### config.mk
export PLATFORM = sky130hd
export DESIGN_NAME = non_restoring_div_32_bit
export DESIGN_NICKNAME = d
export VERILOG_FILES = /design/src/rtl/non_restoring_div_32_bit.sv
export SDC_FILE = /design/constraint.sdc
export NUM_CORES = 1
export LEC_CHECK = 0
export BUFFER_PORTS_ARGS = -buffer_cell sky130_fd_sc_hd__buf_2
export CAP_MARGIN = 20
export CORE_UTILIZATION = 50
export CTS_BUF_LIST = sky130_fd_sc_hd__clkbuf_4 sky130_fd_sc_hd__clkbuf_8
export DETAILED_ROUTE_END_ITERATION = 6
export GPL_ROUTABILITY_DRIVEN = 1
export PLACE_DENSITY_LB_ADDON = 0.3
export SYNTH_ARGS = -nofsm -noshare
export SYNTH_HDL_FRONTEND = slang
export SYNTH_SLANG_ARGS = --single-unit
### constraint.sdc
create_clock -name clock -period 5.3 [get_ports clock]
set_input_delay 0.53 -clock clock [delete_from_list [all_inputs] [get_ports clock]]
set_output_delay 0.53 -clock clock [all_outputs]
set_load 0.005 [all_outputs]
### src/rtl/non_restoring_div_32_bit.sv
// Sequential 32-bit signed non-restoring divider, one quotient bit per clock.
// Ports:
//   clock, clear (async active-low reset)
//   start        one-cycle request, accepted only in IDLE
//   a, b         signed dividend / divisor, sampled at the accepting edge
//   busy, done   handshake; done is a one-cycle pulse
//   quotient, remainder, z = {remainder, quotient} for HI:LO
//   div_by_zero  divide-by-zero flag (live only with DIV0_CHECK_EN)
// Optional feature macro: DIV0_CHECK_EN (b==0 short-circuits to FIX).
module non_restoring_div_32_bit (
  input  logic        clock,
  input  logic        clear,
  input  logic        start,
  input  logic [31:0] a,
  input  logic [31:0] b,
  output logic        busy,
  output logic        done,
  output logic [31:0] quotient,
  output logic [31:0] remainder,
  output logic [63:0] z,
  output logic        div_by_zero
);

  localparam int unsigned W  = 32;
  localparam int unsigned CW = 5;

  localparam logic [1:0] S_IDLE = 2'd0;
  localparam logic [1:0] S_ITER = 2'd1;
  localparam logic [1:0] S_FIX  = 2'd2;
  localparam logic [1:0] S_DONE = 2'd3;

  logic [1:0]    r_state, w_state_nxt;
  logic [W:0]    r_a,     w_a_nxt;
  logic [W-1:0]  r_q,     w_q_nxt;
  logic [W-1:0]  r_m,     w_m_nxt;
  logic [CW-1:0] r_cnt,   w_cnt_nxt;
  logic          r_neg_rem, w_neg_rem_nxt;
  logic          r_neg_quo, w_neg_quo_nxt;
  logic          r_busy,  w_busy_nxt;
  logic          r_done,  w_done_nxt;
  logic [W-1:0]  r_quo,   w_quo_nxt;
  logic [W-1:0]  r_rem,   w_rem_nxt;

  // Shifted partial remainder and the add/subtract step that follows it
  logic [W:0]    w_a_sh;
  logic [W:0]    w_a_step;
  logic [W:0]    w_a_fix;

  // |A| stays below M <= 2^31, so A[31:0] keeps the sign across the shift
  assign w_a_sh   = {r_a[W-1:0], r_q[W-1]};
  assign w_a_step = r_a[W] ? (w_a_sh + {1'b0, r_m}) : (w_a_sh - {1'b0, r_m});
  assign w_a_fix  = r_a[W] ? (r_a + {1'b0, r_m}) : r_a;

`ifdef DIV0_CHECK_EN
  logic r_b_zero, w_b_zero_nxt;
  logic r_div0,   w_div0_nxt;
`endif

  // Next-state and datapath
  always_comb begin
    w_state_nxt   = r_state;
    w_a_nxt       = r_a;
    w_q_nxt       = r_q;
    w_m_nxt       = r_m;
    w_cnt_nxt     = r_cnt;
    w_neg_rem_nxt = r_neg_rem;
    w_neg_quo_nxt = r_neg_quo;
    w_busy_nxt    = r_busy;
    w_done_nxt    = 1'b0;
    w_quo_nxt     = r_quo;
    w_rem_nxt     = r_rem;
`ifdef DIV0_CHECK_EN
    w_b_zero_nxt  = r_b_zero;
    w_div0_nxt    = r_div0;
`endif
    case (r_state)
      S_IDLE: begin
        if (start) begin
          w_q_nxt       = a[W-1] ? (~a + W'(1)) : a;
          w_m_nxt       = b[W-1] ? (~b + W'(1)) : b;
          w_neg_rem_nxt = a[W-1];
          w_neg_quo_nxt = a[W-1] ^ b[W-1];
          w_a_nxt       = '0;
          w_cnt_nxt     = '0;
          w_busy_nxt    = 1'b1;
          w_state_nxt   = S_ITER;
`ifdef DIV0_CHECK_EN
          w_div0_nxt    = 1'b0;
          w_b_zero_nxt  = (b == '0);
          if (b == '0) w_state_nxt = S_FIX;
`endif
        end
      end
      S_ITER: begin
        w_a_nxt   = w_a_step;
        w_q_nxt   = {r_q[W-2:0], ~w_a_step[W]};
        w_cnt_nxt = r_cnt + CW'(1);
        if (r_cnt == CW'(31)) w_state_nxt = S_FIX;
      end
      S_FIX: begin
        w_a_nxt     = w_a_fix;
        w_quo_nxt   = r_neg_quo ? (~r_q + W'(1)) : r_q;
        w_rem_nxt   = r_neg_rem ? (~w_a_fix[W-1:0] + W'(1)) : w_a_fix[W-1:0];
`ifdef DIV0_CHECK_EN
        // Q still holds |a|; restoring its sign gives back a
        if (r_b_zero) begin
          w_quo_nxt  = '1;
          w_rem_nxt  = r_neg_rem ? (~r_q + W'(1)) : r_q;
          w_div0_nxt = 1'b1;
        end
`endif
        w_busy_nxt  = 1'b0;
        w_done_nxt  = 1'b1;
        w_state_nxt = S_DONE;
      end
      default: begin
        w_state_nxt = S_IDLE;
      end
    endcase
  end

  // State and output registers
  always_ff @(posedge clock or negedge clear) begin
    if (!clear) begin
      r_state   <= S_IDLE;
      r_a       <= '0;
      r_q       <= '0;
      r_m       <= '0;
      r_cnt     <= '0;
      r_neg_rem <= 1'b0;
      r_neg_quo <= 1'b0;
      r_busy    <= 1'b0;
      r_done    <= 1'b0;
      r_quo     <= '0;
      r_rem     <= '0;
`ifdef DIV0_CHECK_EN
      r_b_zero  <= 1'b0;
      r_div0    <= 1'b0;
`endif
    end else begin
      r_state   <= w_state_nxt;
      r_a       <= w_a_nxt;
      r_q       <= w_q_nxt;
      r_m       <= w_m_nxt;
      r_cnt     <= w_cnt_nxt;
      r_neg_rem <= w_neg_rem_nxt;
      r_neg_quo <= w_neg_quo_nxt;
      r_busy    <= w_busy_nxt;
      r_done    <= w_done_nxt;
      r_quo     <= w_quo_nxt;
      r_rem     <= w_rem_nxt;
`ifdef DIV0_CHECK_EN
      r_b_zero  <= w_b_zero_nxt;
      r_div0    <= w_div0_nxt;
`endif
    end
  end

  assign busy      = r_busy;
  assign done      = r_done;
  assign quotient  = r_quo;
  assign remainder = r_rem;
  assign z         = {r_rem, r_quo};
`ifdef DIV0_CHECK_EN
  assign div_by_zero = r_div0;
`else
  assign div_by_zero = 1'b0;
`endif

endmodule

==> run metrics, run 1 <==
post-route cell area 15890 um2; Worst Max-Slew Pin Slew 1.062 ns; initial core utilization 50.94%; PostCTS Resize Cnt 0; Final Util 55.22%; overflow left after global routing 0; chip width about 170 um; final setup margin 0.4105 ns; die area 30010 um2; Hold-fix buffers, CTS 0; Avg Inst Size Synth 8.218 um2; WL per Instance 18.13 um; Nets around 2k; reg2reg setup slack 0.41 ns; DR pass1 iterations 5; Netlist cell types 91; clock-pin slew of the registers on the worst-case setup and hold paths 0.10 ns; share of the clock period used by the worst path between 90% and 100%; post-place instance area 15480 um2; Power Density 666.7 nW/um2; initial antenna violation count 2; Layout area overhead 8.406%; Tot GR Track Use 27.43%; Slew Viols, Final 0; pre-CTS setup slack 0.2779 ns; element type at the critical path end register; Tmin final 4.889 ns; clk_skew 0.01540 ns; mapped cell area 14660 um2; final wirelength between 40000 and 50000 um; Ys Warns 0; clk_lat worst skew 0.49 ns; RD Place Congestion 0.9854; endpoints failing hold 0; # rows between 60 and 70; worst min path class in2async; TritonCTS clock tree yes; CP Data Required Time 5.69 ns; num ports 198; # H-tree levels 4; Mapped Cells 1784; Die Y 173.2 um; Root Driver clkbuf_8; cts bufs inserted 17; critical path peak fanout 5; initial DRC count 1268; crit start category register; WS Path Type reg2reg; hold_ws approximately 0.030 ns; crit path DAT 5.28 ns; Leak Pwr 7.121 nW; maximum vdd drop 0.0002678 V; Core ar. between 20000 and 30000 um2; Setup violations, final 0; Syn Nets 1929; hpwl dp 30780 um; Max-Cap Viols 0; synthesized flop and latch total 172; Via density 6.029; setup TNS 0 ns; asr flop ratio synth 100.0%; Post-synth EDFFs 0; via count 13.67k; post-synthesis sequential area ratio between 20% and 30%; Sink Count approximately 170; buffer depth of the longest clock path 2; run status finished, final reports clean; port buffer count 196; largest net degree at the start of global routing 106; vias in the first global route 12.45k; relative slew slack roughly 29%; first-pass GRT wire length around 66000 um; drc violations 0; postcts setup bufs 0; RSZ-0062 raised after global routing no; ANT nets after route 0; Main synth FF type dfrtp_1; ratio of cells with drive above 1 in the final layout roughly 17%; Fmax 204.5 MHz
## where the power goes
group | switching (mW) | internal [mW]
Sequential | 0.743 | 1.90
Clock | 0.569 | 0.398
Combinational | 4.18 | 2.81
Total | 5.49 | 5.10
## worst paths after layout
kind | depth (start not counted) | from | end
worst max-delay path | 19 | r_m[5] | r_a[32]
worst min-delay path | 1 | clear | remainder[10]
worst max register to register | 19 | r_m[5] | r_a[32]
worst min register to register | 2 | r_cnt[4] | r_cnt[4]
max in group asynchronous | 2 | clear | r_a[32]
min in group clock | 3 | b[30] | r_m[31]
## synthesized netlist by cell type (all sizes together), types with 16 or more instances
master | n | share of area [%]
a21o | 25 | 1.3
a21oi | 143 | 4.9
a22oi | 28 | 1.4
a31oi | 17 | 0.73
buf | 82 | 3.9
clkbuf | 63 | 1.6
dfrtp | 172 | 29
ha | 76 | 6.5
inv | 41 | 1.0
mux2 | 32 | 2.5
mux2i | 23 | 1.7
nand2 | 202 | 5.2
nand3 | 38 | 1.4
nor2 | 141 | 3.6
nor3 | 35 | 1.3
nor4 | 16 | 0.73
o211ai | 18 | 0.99
o21ai | 169 | 5.8
o31ai | 37 | 1.9
o41ai | 17 | 1.1
or3 | 27 | 1.2
or4 | 22 | 1.2
xnor2 | 71 | 4.2
xor2 | 107 | 6.4
## metrics by stage
| stage | instances | power, mW |
|---|---|---|
| 2_1_floorplan | 1784 | 7.725 |
| 3_3_place_gp | 2234 | 9.349 |
| 3_5_place_dp | 2234 | 9.485 |
| 4_1_cts | 2266 | 10.49 |
| 5_1_grt | 2266 | 11.48 |
| 6_report | 2267 | 10.60 |
## cell type report
class | count | area (um2)
sequential | 172 | 4305
fill | 2696 | 12890
multi-input combinational | 1425 | 9435
clock buffer | 18 | 241.5
timing repair buffer | 211 | 1112
antenna | 1 | 2.502
inverter | 42 | 157.7
tap | 384 | 480.5
clock inverter | 14 | 157.7
## placed cells by master (no fill, tap or decap), types with 5 or more instances in the layout
cell      count
a32oi_1       5
o211ai_1     16
xnor2_1      71
a22oi_1      28
clkbuf_8     17
nand2b_1     12
a31oi_1      17
a21oi_1     140
and3_1        6
nor4_1       14
o21bai_1      8
nor2b_1      13
nand3_1      35
or3_1        26
mux2_2       32
buf_4        14
o21ai_1       9
dfrtp_1     171
nand2_1     202
mux2i_1      22
nor2_1      141
buf_2       195
o21ai_0     159
nor3_1       34
a21o_1       25
and2_1        6
xor2_1      107
o21a_1       10
o41ai_1      14
or4_1        21
nand3b_1      8
o22ai_1       5
inv_1        40
o31ai_1      37
nand4_1      10
a211oi_1      7
or2_2         9
ha_1         74
## routing by layer
metal	vias up	global-route usage (%)	share of wire (%)
li1	6610	-	-
met1	6440	39.85	47
met2	566	41.25	43
met3	49	5.636	8.4
met4	2	7.412	1.6
met5	-	0	0.024
## logic make-up after synthesis
group                    after synthesis  synth area share (%)
other                                  1               0.02558
AO/OA/AOI/OAI                        550                 24.06
XOR/XNOR                             178                 10.63
adder cells (fa/ha/maj)               78                 6.759
buffers and inverters                187                 6.563
flip-flops                           172                 29.36
multiplexers                          55                 4.114
AND/OR/NAND/NOR                      563                 18.49
## critical path, stage by stage, from the launching register on
cell and delay (ns):
dfrtp_1 0.45, or4_1 0.61, nor4_2 0.23, and3b_2 0.28, nand3b_1 0.13, or3_1 0.34, or2_2 0.31, o41ai_2 0.23
xnor2_1 0.17, ha_1 0.32, a21o_1 0.22, a21o_1 0.18, a21oi_1 0.15, o21ai_0 0.10, a21o_1 0.19, a21o_1 0.17
a21oi_1 0.21, o21ai_1 0.15, xor2_1 0.17, o21ai_0 0.18
## state kept, by name, summed over array words and instances, names as in the netlist
| register | cells |
|---|---|
| r_neg_quo | 1 |
| r_cnt | 5 |
| r_q | 32 |
| r_state | 2 |
| r_neg_rem | 1 |
| remainder | 32 |
| r_m | 32 |
| busy | 1 |
| done | 1 |
| quotient | 32 |
| r_a | 33 |
Power figures use the tool's default switching activity.
==> run 2, diff against run 1 <==
Settings changed: CTS_BUF_LIST sky130_fd_sc_hd__clkbuf_4 sky130_fd_sc_hd__clkbuf_8 to sky130_fd_sc_hd__clkbuf_8.
==> run metrics, run 2 (synthesized netlist as in run 1, its figures left out) <==
TritonCTS clock tree yes; largest net degree at the start of global routing 106 (unchanged); initial DRC count 1301 (+2.6%); clock-pin slew of the registers on the worst-case setup and hold paths 0.10 ns (about the same); crit start category register; first-pass GRT wire length 66200 um (about the same); WL per Instance 18.18 um (+0.25%); maximum vdd drop 0.0002638 V (-1.5%); Tot GR Track Use 27.43% (about the same); Leak Pwr 7.122 nW (about the same); worst min path class in2async; Worst Max-Slew Pin Slew 1.022 ns (-0.03977 ns); crit path DAT 5.30 ns (+0.02 ns); relative slew slack 31.30% (+2.7 points); # H-tree levels 4 (unchanged); hpwl dp 30780 um (unchanged); ratio of cells with drive above 1 in the final layout 16.95% (-0.053 points); initial antenna violation count 2 (unchanged); Sink Count 172 (unchanged); Root Driver clkbuf_8; most common cell after layout, fill and taps aside nand2_1; CP Data Required Time 5.70 ns (about the same); drc violations 0 (unchanged); Critical R2R Capture r_a[32]; vias in the first global route 12.45k (unchanged); Slew Viols, Final 0 (unchanged); ANT nets after route 0 (unchanged); Nets 2014 (unchanged); WS Path Type reg2reg; buffer depth of the longest clock path 2 (unchanged); Core ar. 28780 um2 (unchanged); DR pass1 iterations 7 (+2); RSZ-0062 raised after global routing no; max reg flops 33 (unchanged); PostCTS Resize Cnt 0 (unchanged); Setup violations, final 0 (unchanged); cts bufs inserted 17 (unchanged); Tmin final 4.907 ns (+0.01771 ns); critical path launch point r_m[5]; final wirelength 41210 um (+0.25%); R2R cell count 19 (unchanged); port buffer count 196 (unchanged); final setup margin 0.3928 ns (-0.01771 ns); Max-Cap Viols 0 (unchanged); via count 13.74k (+0.52%); Reg with most FFs r_a; Fmax 203.8 MHz (-0.36%); die area 30010 um2 (unchanged); reg2reg setup slack 0.39 ns (-0.02 ns); clk_lat worst skew 0.50 ns (about the same); num ports 198 (unchanged); fillcell total 2698 (+0.074%); # rows 62 (unchanged); RD Place Congestion 0.9854 (unchanged); element type at the critical path end register; endpoints failing hold 0 (unchanged); share of the clock period used by the worst path 92.59% (+0.33 points); Die Y 173.2 um (unchanged); Power Density 666.8 nW/um2 (about the same); Via density 6.060 (+0.52%); initial core utilization 50.94% (unchanged); most frequent cells in the layout 202 x nand2_1, 195 x buf_2, 171 x dfrtp_1, 159 x o21ai_0, 141 x nor2_1; setup TNS 0 ns (unchanged); overflow left after global routing 0 (unchanged); run status finished, final reports clean; Setup crit end r_a[32]; postcts setup bufs 0 (unchanged); pre-CTS setup slack 0.2779 ns (unchanged); Layout area overhead 8.381% (about the same); Hold-fix buffers, CTS 0 (unchanged); chip width 173.2 um (unchanged); Critical R2R Launch r_m[5]; clk_skew 0.01545 ns (+0.00004690 ns); critical path peak fanout 5 (unchanged)
[run 2: cell count changes in the layout (fill, tap and decap cells not counted), sizes merged]
| cell | before | now |
|---|---|---|
| inv | 47 | 48 |
| clkbuf | 18 | 17 |
[run 2: through the flow]
stage / instance area, um2 / hold slack [ns] / total power, mW / std cells / util (%)
final: 15890 / 0.02190 / 10.59 / 2267 / 55.21
after global routing: 15890 / 0.08319 / 11.47 / 2266 / 55.20
after CTS: 15870 / 0.05020 / 10.49 / 2266 / 55.15
after detailed placement: 15480 / 0.4639 / 9.485 / 2234 / 53.77
after global placement: 15480 / 0.4579 / 9.349 / 2234 / 53.77
after floorplan: 14660 / 0.2344 / 7.725 / 1784 / -
[run 2: worst min-delay path by stage]
stage,to,cells past startpoint
2_1_floorplan,busy,0
3_3_place_gp,r_cnt[4],2
3_5_place_dp,r_cnt[4],2
4_1_cts,remainder[10],1
5_1_grt,remainder[10],1
6_report,remainder[10],1
[run 2: worst max-delay path: stages (launching register included)]
cell and delay (ns):
dfrtp_1 0.46, or4_1 0.62, nor4_2 0.23, and3b_2 0.28
nand3b_1 0.13, or3_1 0.34, or2_2 0.31, o41ai_2 0.23
xnor2_1 0.17, ha_1 0.32, a21o_1 0.22, a21o_1 0.18
a21oi_1 0.16, o21ai_0 0.10, a21o_1 0.19, a21o_1 0.17
a21oi_1 0.20, o21ai_1 0.14, xor2_1 0.17, o21ai_0 0.17
[run 2: layout make-up]
type	count	area [um2]	share of cell area, %
Antenna cell	1	2.502	0.01575
Tap cell	384	480.5	3.024
Clock inverter	15	161.4	1.016
Clock buffer	17	234.0	1.473
Multi-Input combinational cell	1425	9435	59.38
Sequential cell	172	4305	27.10
Timing Repair Buffer	211	1112	7.001
Inverter	42	157.7	0.9922
[run 2: per-layer routing]
layer	up-vias	track usage (%)	part of all wire, %
li1	6613	-	-
met2	541	41.25	43
met3	58	5.636	8.2
met5	-	0	0.024
met1	6524	39.82	47
met4	2	7.412	1.8
[run 2: power by group]
part           total (mW)  switching [mW]  internal, mW
logic                6.99            4.18          2.81
clock network       0.961           0.570         0.390
registers            2.65           0.748          1.90
total                10.6            5.50          5.10
